$ cat config.mk
export PLATFORM = sky130hd
export DESIGN_NAME = wb2ahb_master
export DESIGN_NICKNAME = d
export VERILOG_FILES = /design/src/rtl/wb2ahb_master.sv
export SDC_FILE = /design/constraint.sdc
export NUM_CORES = 1
export LEC_CHECK = 0
export CORE_MARGIN = 1
export CORE_UTILIZATION = 42
export DETAILED_ROUTE_END_ITERATION = 16
export PLACE_DENSITY = 0.94
export SLEW_MARGIN = 20
export SYNTH_ARGS = -nofsm -noshare
export SYNTH_HDL_FRONTEND = slang
export SYNTH_SLANG_ARGS = --single-unit
$ cat constraint.sdc
create_clock -name HCLK -period 5.3 [get_ports HCLK]
set_clock_uncertainty 0.1 [all_clocks]
set_input_delay 1.06 -clock HCLK [delete_from_list [all_inputs] [get_ports HCLK]]
set_output_delay 1.06 -clock HCLK [all_outputs]
set_load 0.02 [all_outputs]
$ cat src/rtl/wb2ahb_master.sv
// Wishbone-classic slave to AHB-Lite master bridge.
// Each Wishbone cycle becomes one AHB SINGLE transfer (NONSEQ, then IDLE).
// The AHB completion is returned as a one-cycle wb_ack_o or wb_err_o.
module wb2ahb_master #(
    parameter int          AW        = 32,
    parameter logic [3:0]  HPROT_VAL = 4'b0011
) (
    input  logic              HCLK,
    input  logic              HRESET,
    input  logic [AW-3:0]     wb_adr_i,
    input  logic [31:0]       wb_dat_i,
    input  logic [3:0]        wb_sel_i,
    input  logic              wb_we_i,
    input  logic              wb_cyc_i,
    input  logic              wb_stb_i,
    output logic [31:0]       wb_dat_o,
    output logic              wb_ack_o,
    output logic              wb_err_o,
    output logic [AW-1:0]     HADDR,
    output logic [1:0]        HTRANS,
    output logic              HWRITE,
    output logic [2:0]        HSIZE,
    output logic [2:0]        HBURST,
    output logic [3:0]        HPROT,
    output logic [31:0]       HWDATA,
    input  logic [31:0]       HRDATA,
    input  logic              HREADY,
    input  logic [1:0]        HRESP
);

    typedef enum logic [1:0] {
        S_IDLE,
        S_ADDR,
        S_DATA,
        S_DONE
    } state_t;

    localparam logic [1:0] TRANS_IDLE   = 2'b00;
    localparam logic [1:0] TRANS_NONSEQ = 2'b10;

    state_t     state;
    logic       aborted;
    logic       sel_ok;
    logic [2:0] sel_size;
    logic [1:0] sel_off;
    logic       deliver;

    assign HBURST = 3'b000;
    assign HPROT  = HPROT_VAL;

    // A response is only handed back if the initiator is still waiting for it
    // and has not dropped cyc at any point during the AHB transfer.
    assign deliver = wb_cyc_i & wb_stb_i & ~aborted;

    // Map byte selects onto an AHB size and the low address bits; any
    // non-contiguous or misaligned lane pattern is rejected.
    always_comb begin
        sel_ok   = 1'b1;
        sel_size = 3'd0;
        sel_off  = 2'b00;
        case (wb_sel_i)
            4'b1111: begin sel_size = 3'd2; sel_off = 2'b00; end
            4'b0011: begin sel_size = 3'd1; sel_off = 2'b00; end
            4'b1100: begin sel_size = 3'd1; sel_off = 2'b10; end
            4'b0001: begin sel_size = 3'd0; sel_off = 2'b00; end
            4'b0010: begin sel_size = 3'd0; sel_off = 2'b01; end
            4'b0100: begin sel_size = 3'd0; sel_off = 2'b10; end
            4'b1000: begin sel_size = 3'd0; sel_off = 2'b11; end
            default: sel_ok = 1'b0;
        endcase
    end

    // Bridge FSM; every bus output is registered here.
    always_ff @(posedge HCLK) begin
        if (HRESET) begin
            state    <= S_IDLE;
            aborted  <= 1'b0;
            HTRANS   <= TRANS_IDLE;
            HADDR    <= '0;
            HWRITE   <= 1'b0;
            HSIZE    <= 3'd0;
            HWDATA   <= '0;
            wb_dat_o <= '0;
            wb_ack_o <= 1'b0;
            wb_err_o <= 1'b0;
        end else begin
            case (state)
                S_IDLE: begin
                    if (wb_cyc_i && wb_stb_i && !wb_ack_o && !wb_err_o) begin
                        if (sel_ok) begin
                            HADDR   <= {wb_adr_i, sel_off};
                            HWRITE  <= wb_we_i;
                            HSIZE   <= sel_size;
                            HWDATA  <= wb_dat_i;
                            HTRANS  <= TRANS_NONSEQ;
                            aborted <= 1'b0;
                            state   <= S_ADDR;
                        end else begin
                            // No AHB transfer for an illegal lane pattern.
                            wb_err_o <= 1'b1;
                            state    <= S_DONE;
                        end
                    end
                end
                S_ADDR: begin
                    // AHB cannot abort, so a dropped cyc only suppresses the reply.
                    if (!wb_cyc_i) aborted <= 1'b1;
                    if (HREADY) begin
                        HTRANS <= TRANS_IDLE;
                        state  <= S_DATA;
                    end
                end
                S_DATA: begin
                    if (!wb_cyc_i) aborted <= 1'b1;
                    // A two-cycle ERROR is recognised on its HREADY=1 cycle.
                    if (HREADY) begin
                        state <= S_DONE;
                        if (HRESP == 2'b00) begin
                            if (deliver) begin
                                wb_ack_o <= 1'b1;
                                if (!HWRITE) wb_dat_o <= HRDATA;
                            end
                        end else begin
                            if (deliver) wb_err_o <= 1'b1;
                        end
                    end
                end
                S_DONE: begin
                    wb_ack_o <= 1'b0;
                    wb_err_o <= 1'b0;
                    aborted  <= 1'b0;
                    state    <= S_IDLE;
                end
                default: state <= S_IDLE;
            endcase
        end
    end

endmodule

==> results of run 1 <==
==> cell families (layout without fill, tap and decap cells) <==
kind of cell,after synthesis,in the layout,share of synthesized area [%]
AOI/OAI and AO/OA,115,115,15.2
xor gates and xnor gates,1,1,0.221
adders and majority gates,5,5,1.58
buffers and inverters,46,227,6.34
DFF,105,105,53.0
muxes,4,4,1.04
other,2,9,0.189
and+or+nand+nor,222,222,22.4
==> power by group <==
group / switching, mW / total [mW] / internal, mW
logic: 0.232 / 0.444 / 0.211
clock network: 0.261 / 0.432 / 0.170
registers: 0.0304 / 0.867 / 0.837
total: 0.524 / 1.74 / 1.22
==> layer usage <==
layer	track usage [%]	share of wire [%]	routed length (µm)	up-vias
met5	0	0	0	-
met4	8.60	2.0	214	0
met3	7.24	8.4	908	20
li1	-	-	-	1965
met1	24.0	39	4190	1760
met2	40.6	51	5530	169
==> cell usage after synthesis, types with 2 or more instances <==
library cell  count  area share (%)
nand2_1         196              19
conb_1            2            0.19
o211ai_1          2            0.38
buf_2            12             1.5
ha_1              5             1.6
buf_4             9             1.7
nand3b_1          2            0.38
a21oi_1         103              13
nor2_1           11             1.0
o31ai_1           2            0.38
buf_6             4             1.1
clkbuf_1         17             1.6
or2_1             2            0.32
mux2i_1           3            0.76
o21ai_0           2            0.25
inv_1             4            0.38
a211oi_1          3            0.57
dfxtp_1         105              53
==> flip-flops by register name (all words and copies together) (netlist names) <==
register  count
HADDR        32
HWDATA       32
wb_dat_o     32
HSIZE         2
state         2
HTRANS        1
HWRITE        1
aborted       1
wb_ack_o      1
wb_err_o      1
==> path summary, 6_finish.rpt <==
check                               from                       to  slack, ns  depth (start not counted)
setup reg to reg   state[0]$_SDFFE_PP0P_  HWDATA[20]$_SDFFE_PP0P_       2.57                          8
hold / removal    HADDR[25]$_SDFFE_PP0P_   HADDR[25]$_SDFFE_PP0P_       0.36                          2
hold reg to reg   HADDR[25]$_SDFFE_PP0P_   HADDR[25]$_SDFFE_PP0P_       0.36                          2
setup / recovery                wb_cyc_i  HWDATA[20]$_SDFFE_PP0P_       1.96                          7
==> layout make-up <==
| type | instances | area [µm²] | area share, % |
|---|---|---|---|
| Sequential cell | 105 | 2100 | 34.1 |
| Inverter | 4 | 15.0 | 0.244 |
| Tap cell | 111 | 139 | 2.25 |
| Clock buffer | 9 | 124 | 2.01 |
| Clock inverter | 6 | 42.5 | 0.690 |
| Multi-Input combinational cell | 356 | 1660 | 27.0 |
| Timing Repair Buffer | 208 | 2080 | 33.7 |
==> metrics by stage <==
step / hold WS (ns) / cell area, µm²
after floorplan: 0.380 / 3990
final: 0.358 / 6160
after global routing: 0.369 / 6160
after CTS: 0.360 / 6150
after detailed placement: 0.346 / 5980
after global placement: 0.341 / 5980
==> critical path: stages <==
cell and delay [ns]:
clkdlybuf4s50_1 0.50, nand4bb_1 0.20, or2_1 0.32, a21oi_4 0.74
buf_4 0.42, nand2_1 0.09, a21oi_1 0.14
==> impl_metrics.csv, run 1 <==
group,metric,value,unit
yosys,yosysUniqueCellTypes,34,
hold_path,hp-class,"reg2reg",
route,drt_iter0_markers,119,
yosys,netlist_area,3970,µm²
clocking,cts_htree_levels,3,
layout,num-fill-cells,726,
global_route,grt_start_max_net_pins,108,
worst_setup_path,end_kind,"flip-flop",
pwr,total_power,1.74,mW
route,ant_nets,0,
worst_setup_path,critPathRequiredTime,5.46,ns
layout,antenna_cells,0,
die,pin_count,217,
worst_setup_path,critical_path_class,"in2reg",
pwr,leakagePower,2.09,nW
worst_setup_path,cp_max_fo,40,
clocking,cts_root_buffer,"clkbuf_8",
layout,syn2layout_area_growth,55.4,%
clocking,cts_tree,"built",
layout,final_cells,799,
sta,period_minus_slack,3.34,ns
layout,utilization,67.0,%
global_route,grt_pass1_vias,3938,
place,dp_cells,784,
global_route,grt_util_all_layers,22.3,%
sta,drv_slew,0,
sta,worstMarginPinSlew,1.06,ns
yosys,ys_seq_area_share,53.0,%
route,avgRoutedWirePerCell,13.6,µm
die,die_w,99.2,µm
status,outcome,"finished clean",
die,die_area,9830,µm²
die,initial_utilization,43.1,%
clocking,postCtsHoldBufs,0,
yosys,yosysWarnings,0,
sta,post-route-period-util,63.0,%
flow_run,drv_cap,0,
yosys,synth_edf_count,0,
route,drc,0,
clocking,clk_pin_slew,0.10,ns
place,place_ws,1.55,ns
layout,layout_common_cells,"clkdlybuf4s50_1 (206), nand2_1 (196), dfxtp_1 (105)",
global_route,antenna_found_initial,0,
layout,nNetsFinal,795,
pwr,power.density,283,nW/µm²
yosys,syn_inst,500,
place,finalWeightedCongestion,0.783,
worst_setup_path,critPathArrivalTime,3.50,ns
route,num_vias,3914,
clocking,clock-sinks,105,
sta,setup_tns,0,ns
route,vias_per_cell,4.90,
yosys,async_flop_share,0,%
layout,final_common_cell,"clkdlybuf4s50_1",
die,rows,35,
worst_setup_path,critPathLaunchType,"primary input",
sta,slew_headroom,29.6,%
clocking,cts.repair.resized,0,
clocking,clock_path_buffers,2,
clocking,cts_setup_buffers,0,
yosys,synthFlopType,"dfxtp_1",
clocking,clkLatencyLatePin,0.34,ns
global_route,grt_pass1_wl,17800,µm
sta,max_freq,300,MHz
sta,rsz0062_at_grt,"no",
route,drt_pass1_iterations,4,
place,dp.final_hpwl,7930,µm
pwr,ir_drop,0.159,mV
die,core,9200,µm²
yosys,ys_ff_latch,105,
route,wl,10800,µm
global_route,grt.overflow.total,0,
die,die_height,99.2,µm
layout,drive_gt1_share,3.05,%
clocking,cts_buffers,9,
sta,setup_viol,0,
yosys,avgSynthCellArea,7.93,µm²
place,place.port_buffers,207,
sta,finalWorstSetupSlack,1.96,ns
sta,hold_viol_final,0,
(Power assumes the default switching activity.)
==> run 2: changes to the inputs <==
CORE_UTILIZATION = 39   (was 42)
PLACE_DENSITY = 0.89   (was 0.94)
clock period = 3.23 ns   (was 5.3 ns; I/O delays follow)
==> impl_metrics.csv, run 2 (synthesis gave the netlist of run 1 again) <==
group,metric,value,unit
clocking,cts_tree,"built",
layout,stdcell_area,6270,µm²
route,ant_nets,0,
clocking,clkLatencyLatePin,0.36,ns
layout,syn2layout_area_growth,58.0,%
place,dp.final_hpwl,8720,µm
worst_setup_path,reg2regPathDepth,6,
clocking,clock_path_buffers,2,
die,rows,36,
clocking,clk_pin_slew,0.11,ns
die,die_w,103,µm
sta,period_minus_slack,2.70,ns
sta,slew_headroom,31.9,%
pwr,power.density,468,nW/µm²
sta,hold_viol_final,0,
route,drt_iter0_markers,76,
global_route,grt_start_max_net_pins,81,
layout,antenna_cells,0,
flow_run,drv_cap,0,
sta,worst_hold_slack,0.358,ns
pwr,leakagePower,2.14,nW
worst_setup_path,critPathRequiredTime,3.35,ns
place,finalWeightedCongestion,0.778,
global_route,grt_pass1_vias,3941,
sta,setup_viol,0,
clocking,cts_buffers,9,
worst_setup_path,cp_slowest_cell,"or2_1",
sta,worstMarginPinSlew,1.02,ns
worst_setup_path,end_kind,"flip-flop",
sta,max_freq,371,MHz
sta,setup_tns,0,ns
global_route,grt_util_all_layers,21.3,%
clocking,postCtsHoldBufs,0,
die,pin_count,217,
worst_setup_path,crit_chain,"clkdlybuf4s50_1 > nand4b_1 > or4b_4 > or2_1 > nand2_1 > a21oi_1",
layout,layout_common_cells,"clkdlybuf4s50_1 (206), nand2_1 (196), dfxtp_1 (105)",
layout,final_common_cell,"clkdlybuf4s50_1",
worst_setup_path,critPathArrivalTime,2.82,ns
die,die_height,103,µm
clocking,cts_root_buffer,"clkbuf_8",
route,vias_per_cell,4.86,
route,num_vias,4028,
die,die_area,10600,µm²
sta,post-route-period-util,83.5,%
hold_path,hp-class,"reg2reg",
pwr,ir_drop,0.303,mV
global_route,antenna_found_initial,0,
die,core,9820,µm²
layout,largest_registers,"HADDR (32), HWDATA (32), wb_dat_o (32)",
status,outcome,"finished clean",
global_route,grt_pass1_wl,17700,µm
sta,drv_slew,0,
worst_setup_path,slowest_delay,0.60,ns
route,avgRoutedWirePerCell,13.8,µm
route,drc,0,
pwr,total_power,2.94,mW
clocking,cts.repair.resized,0,
worst_setup_path,critPathLaunchType,"primary input",
global_route,grt.overflow.total,0,
worst_setup_path,cp_max_fo,32,
die,initial_utilization,40.4,%
clocking,cts_setup_buffers,0,
clocking,cts_htree_levels,3,
place,dpl_cell_area,6080,µm²
route,wl,11500,µm
layout,num-fill-cells,834,
clocking,clock-sinks,105,
sta,rsz0062_at_grt,"no",
layout,drive_gt1_share,4.02,%
route,drt_pass1_iterations,6,
hold_path,hold_depth,2,
layout,nNetsFinal,802,
place,place.port_buffers,207,
worst_setup_path,critical_path_class,"in2reg",
-- run 2: changes by cell type in the layout (fill, tap and decap cells not counted), sizes merged --
cell | before | now
buf | 2 | 9
clkbuf | 9 | 12
clkinvlp | 2 | 0
-- run 2: metal layers --
layer  vias up  track usage [%]  share of wire [%]
li1       1984                -                  -
met1      1859             21.4                 38
met2       165             40.2                 51
met3        20             8.27                9.2
met4         0             6.83                1.8
met5         -                0                  0
-- run 2: cell type report --
| type | instances | area [µm²] | share of cell area [%] |
|---|---|---|---|
| inverters | 4 | 15.0 | 0.240 |
| flip-flops and latches | 105 | 2100 | 33.5 |
| clock inverters | 4 | 35.0 | 0.559 |
| clock buffers | 12 | 155 | 2.48 |
| repair buffers | 215 | 2140 | 34.2 |
| multi-input cells | 356 | 1650 | 26.3 |
| well taps | 133 | 166 | 2.66 |
-- run 2: where the power goes --
group / total [mW] / internal, mW / switching, mW
sequential: 1.42 / 1.37 / 0.0508
clock: 0.777 / 0.332 / 0.445
combinational: 0.734 / 0.358 / 0.376
-- run 2: worst max-delay path: cells and delay by family --
kind / cells / cell delay (ns)
AND/OR/NAND/NOR: 4 / 1.55
buffers and inverters: 1 / 0.54
AO/OA/AOI/OAI: 1 / 0.09
-- run 2: stage by stage --
step           instances  util, %  worst slack (ns)
2_1_floorplan        507        -              1.14
3_3_place_gp         813     61.9             0.309
3_5_place_dp         813     61.9             0.170
4_1_cts              829     63.8             0.569
5_1_grt              829     63.8             0.437
6_report             829     63.8             0.533
-- run 2: worst paths after layout --
kind                       startpoint                   endpoint  slack, ns
max reg2reg     state[0]$_SDFFE_PP0P_  wb_dat_o[30]$_SDFFE_PP0P_       0.84
min          wb_dat_o[6]$_SDFFE_PP0P_   wb_dat_o[6]$_SDFFE_PP0P_       0.36
max                          wb_cyc_i  wb_dat_o[30]$_SDFFE_PP0P_       0.53
min reg2reg  wb_dat_o[6]$_SDFFE_PP0P_   wb_dat_o[6]$_SDFFE_PP0P_       0.36
